`src/rtl/pipe_stage_reg.sv`:
```
// pipe_stage_reg: parametrised inter-stage pipeline register with flush, valid, bubble marker and saturating hold counter
//   clk, rst       : clock, synchronous active-high reset
//   stall, flush   : Ctrl stall vector (stall[STAGE] upstream, stall[STAGE+1] downstream), flush line
//   valid_i/data_i/side_i : upstream valid, bubbled payload, sideband
//   valid_o/data_o/side_o : registered valid, payload, sideband
//   bubble_o       : contents came from reset, bubble or flush
//   hold_cnt_o     : consecutive hold cycles, saturating
module pipe_stage_reg #(
    parameter int                DATA_W      = 140,
    parameter int                SIDE_W      = 32,
    parameter int                STALL_W     = 6,
    parameter int                STAGE       = 2,
    parameter int                CNT_W       = 8,
    parameter logic [DATA_W-1:0] BUBBLE_DATA = '0
) (
    input  logic               clk,
    input  logic               rst,
    input  logic [STALL_W-1:0] stall,
    input  logic               flush,
    input  logic               valid_i,
    input  logic [DATA_W-1:0]  data_i,
    input  logic [SIDE_W-1:0]  side_i,
    output logic               valid_o,
    output logic [DATA_W-1:0]  data_o,
    output logic [SIDE_W-1:0]  side_o,
    output logic               bubble_o,
    output logic [CNT_W-1:0]   hold_cnt_o
);
    logic              w_s_up, w_s_dn;
    logic              r_valid, r_bubble;
    logic [DATA_W-1:0] r_data;
    logic [SIDE_W-1:0] r_side;
    logic [CNT_W-1:0]  r_hold_cnt;
    assign w_s_up = stall[STAGE];
    assign w_s_dn = stall[STAGE+1];
    // Sideband is captured on reset and bubble so an exception raised in a stalled stage still propagates.
    always_ff @(posedge clk) begin
        if (rst) begin
            r_valid    <= 1'b0;
            r_data     <= BUBBLE_DATA;
            r_side     <= side_i;
            r_bubble   <= 1'b1;
            r_hold_cnt <= '0;
        end else if (flush) begin
            r_valid    <= 1'b0;
            r_data     <= BUBBLE_DATA;
            r_side     <= '0;
            r_bubble   <= 1'b1;
            r_hold_cnt <= '0;
        end else if (w_s_dn) begin
            r_hold_cnt <= &r_hold_cnt ? r_hold_cnt : r_hold_cnt + CNT_W'(1);
        end else if (w_s_up) begin
            r_valid    <= 1'b0;
            r_data     <= BUBBLE_DATA;
            r_side     <= side_i;
            r_bubble   <= 1'b1;
            r_hold_cnt <= '0;
        end else begin
            r_valid    <= valid_i;
            r_data     <= data_i;
            r_side     <= side_i;
            r_bubble   <= 1'b0;
            r_hold_cnt <= '0;
        end
    end
    assign valid_o    = r_valid;
    assign data_o     = r_data;
    assign side_o     = r_side;
    assign bubble_o   = r_bubble;
    assign hold_cnt_o = r_hold_cnt;
endmodule

```
`config.mk`:
```
export PLATFORM = sky130hd
export DESIGN_NAME = pipe_stage_reg
export DESIGN_NICKNAME = d
export VERILOG_FILES = /design/src/rtl/pipe_stage_reg.sv
export SDC_FILE = /design/constraint.sdc
export NUM_CORES = 1
export LEC_CHECK = 0
export ABC_AREA = 1
export CELL_PAD_IN_SITES_DETAIL_PLACEMENT = 2
export CELL_PAD_IN_SITES_GLOBAL_PLACEMENT = 2
export CORE_AREA = 2 2 146 219
export DETAILED_ROUTE_END_ITERATION = 7
export DIE_AREA = 0 0 148 221
export PLACE_DENSITY_LB_ADDON = 0.25
export SETUP_SLACK_MARGIN = 0.5
export SLEW_MARGIN = 40
export SYNTH_ARGS = -nofsm -noshare
export SYNTH_HDL_FRONTEND = slang
export SYNTH_SLANG_ARGS = --single-unit
export TNS_END_PERCENT = 10
```
`constraint.sdc`:
```
create_clock -name clk -period 1.8 [get_ports clk]
set_input_delay 0.36 -clock clk [delete_from_list [all_inputs] [get_ports clk]]
set_output_delay 0.36 -clock clk [all_outputs]
set_load 0.03 [all_outputs]
```
==> impl_metrics.toml <==
[clock_network]
cts_made_buffers = 17
clock-root-buffer = "clkbuf_16"
clock-sinks = 182
htreeDepth = 4
clk_pin_slew_ns = 0.07
cts_max_path_buffers = 2
cts_tree = "built"
clkLatencyLatePin_ns = 0.44
cts_hold_buf = 0

[sta]
max_freq_mhz = 731.0
finalSetupViolCount = 0
tightest_slew_ns = 0.2854
finalClockSkew_ns = 0.0008855
slew_headroom = 0.8097
holdWs_ns = 0.2962
fin_crit_ns = 1.368
fin_crit_sh = 0.7600
maxSlewViolCount = 0
layout_setup_ws_ns = 0.4321
rsz0062_at_grt = "true"
hold_viol_final = 0

[min_path]
holdPathStages = 3
hp-start = "stall[3]"
hold_class = "input pin to flop"

[grt]
grt_pass1_vias = 6535
grt.total_usage = 0.1560
antenna_found_initial = 3
grt_pass1_wl_mm = 39.03
grt_max_degree = 58
grt_overflow = 0

[setup_path]
crit_buf_inv = 1
critical-path-top-delay-family = "flip-flops"
reg2reg_from = "hold_cnt_o[0]"
worst_r2r_path_depth = 7
crit_start = "data_o[91]"
crit_path_max_fanout = 2
crit_required_ns = 1.44
critPathSlowestCell = "dfxtp_1"
crit_chain = "buf_2"
cp.arrival_ns = 1.01
critPathKind = "flop to primary output"
crit_cells = 1
cp-end-kind = "primary output"
start_kind = "flop"
slowest_delay_ns = 0.35

[logic_synthesis]
syn_area_per_cell_um2 = 10.12
synthFlopType = "dfxtp_1"
syn-cell-area_mm2 = 0.006366
ys_seq_elements = 182
synth_area_leaders = "dfxtp_1 47%, a22oi_1 15%, edfxtp_1 15%, nor2_1 10%, inv_1 2.7%"
yosysUniqueCellTypes = 22
yosysSeqAreaShare = 0.6226
syn_nets = 812
synth_top_area_frac = 0.4717
synthCells = 629
synth_edf_count = 32
synthArstFlopShare = 0
yosys_warnings = 0
yosysTopAreaCell = "dfxtp_1"

[pwr]
power.total_mw = 9.258
p_leak_nw = 4.495
ir_worst_vdd_mv = 0.6327
p_per_area_mw_per_mm2 = 877.0

[finish]
multi_input_area_mm2 = 0.001947
syn_to_final_growth_pct = 65.82
drive_gt1_frac = 0.2826
fillCellCount = 3450
nNetsFinal = 1175
ff_latch_area_mm2 = 0.004015

[flow_run]
maxCapViolations = 0

[die]
rows = 79
die-area_mm2 = 0.03271
die_x_um = 148
core_area_mm2 = 0.03084
start_util = 0.2064
ios = 364
dieHeight_um = 221

[routing]
routed_wl_mm = 25.52
wl_per_cell_um = 18.07
vias_per_cell = 4.290
drt_iter0_drc = 182
drc = 0
first_pass_iters = 4
antenna_left = 0
vias = 6057

[placement]
gp_congestion = 0.7245
dp_hpwl_mm = 18.87
io_buffers = 359
dp_worst_setup_slack_ns = -0.03770

[outcome]
outcome = "finished clean"
worst register-to-register path, cell delays in order (launching register included):
cell and delay, ns:
dfxtp_4 0.36, ha_1 0.22, nand2_2 0.10, inv_2 0.06, nand3_4 0.14, nand2_1 0.07
nor2_1 0.09, nor2_1 0.05
final timing paths:
kind                        end  slack (ns)
setup / recovery     data_o[91]        0.43
hold / removal        data_o[1]        0.30
hold reg to reg     data_o[126]        0.49
setup reg to reg  hold_cnt_o[5]        0.60
placed cells by master (no fill, tap or decap), drive strengths merged:
| cell | instances |
|---|---|
| inv | 48 |
| diode | 2 |
| clkbuf | 46 |
| edfxtp | 32 |
| dfxtp | 150 |
| buf | 194 |
| o21ai | 2 |
| nand3 | 5 |
| a22oi | 129 |
| clkinvlp | 2 |
| clkinv | 3 |
| bufinv | 1 |
| nor3 | 1 |
| ha | 1 |
| nor2 | 180 |
| nand4 | 1 |
| clkdlybuf4s50 | 176 |
| a22o | 12 |
| nand2 | 20 |
| a31oi | 2 |
where the power goes:
group | switching (mW) | internal [mW]
clock network | 1.63 | 2.01
registers | 0.0533 | 4.28
logic | 0.671 | 0.611
registers in the layout, indices dropped and copies added (netlist names):
| signal | count |
|---|---|
| valid_o | 1 |
| data_o | 140 |
| bubble_o | 1 |
| side_o | 32 |
| hold_cnt_o | 8 |
cells in the mapped netlist, types with 2 or more instances:
cell,instances
nor2_1,178
dfxtp_1,150
nand3_1,4
clkbuf_1,12
buf_6,13
buf_2,19
a31oi_1,2
a22o_1,12
o21ai_0,2
inv_1,45
edfxtp_1,32
a22oi_1,129
buf_4,4
nand2_1,19
routing by layer:
| metal | vias up | share of wire | global-route usage |
|---|---|---|---|
| met5 | - | 0 | 0 |
| met4 | 0 | 0.018 | 0.06820 |
| met3 | 22 | 0.065 | 0.04330 |
| met2 | 223 | 0.56 | 0.2948 |
| met1 | 2929 | 0.36 | 0.1568 |
| li1 | 2883 | - | - |
layout make-up:
| class | instances | share of cell area |
|---|---|---|
| inverters | 46 | 0.01683 |
| diodes | 2 | 0.0004741 |
| clock buffers | 24 | 0.04563 |
| repair buffers | 392 | 0.3173 |
| clock inverters | 8 | 0.006993 |
| multi-input cells | 353 | 0.1844 |
| well taps | 405 | 0.04800 |
| flip-flops and latches | 182 | 0.3803 |
per-stage QoR:
stage / std cells / utilization / setup TNS, ns / cell area [µm²]
after detailed placement: 1364 / 0.3388 / -0.4260 / 10450
final: 1412 / 0.3423 / 0 / 10560
after global placement: 1364 / 0.3388 / -0.09756 / 10450
after global routing: 1412 / 0.3423 / 0 / 10560
after CTS: 1406 / 0.3351 / 0 / 10330
after floorplan: 629 / - / 0 / 6382
what timing repair did:
action | 4_1_cts | 5_1_grt
gates resized for setup | 975 | 83
buffers inserted | 10 | 4
setup endpoints to repair | 201 | 279
endpoints found under the hold margin | 0 | 0
pin swaps | 0 | 1
cells by family after synthesis:
family	share of synthesized area
AOI/OAI and AO/OA	0.1722
DFF	0.6226
adders and majority gates	0.001965
buffers and inverters	0.07685
and+or+nand+nor	0.1264
Note: power is estimated with default switching activity, not from simulation.
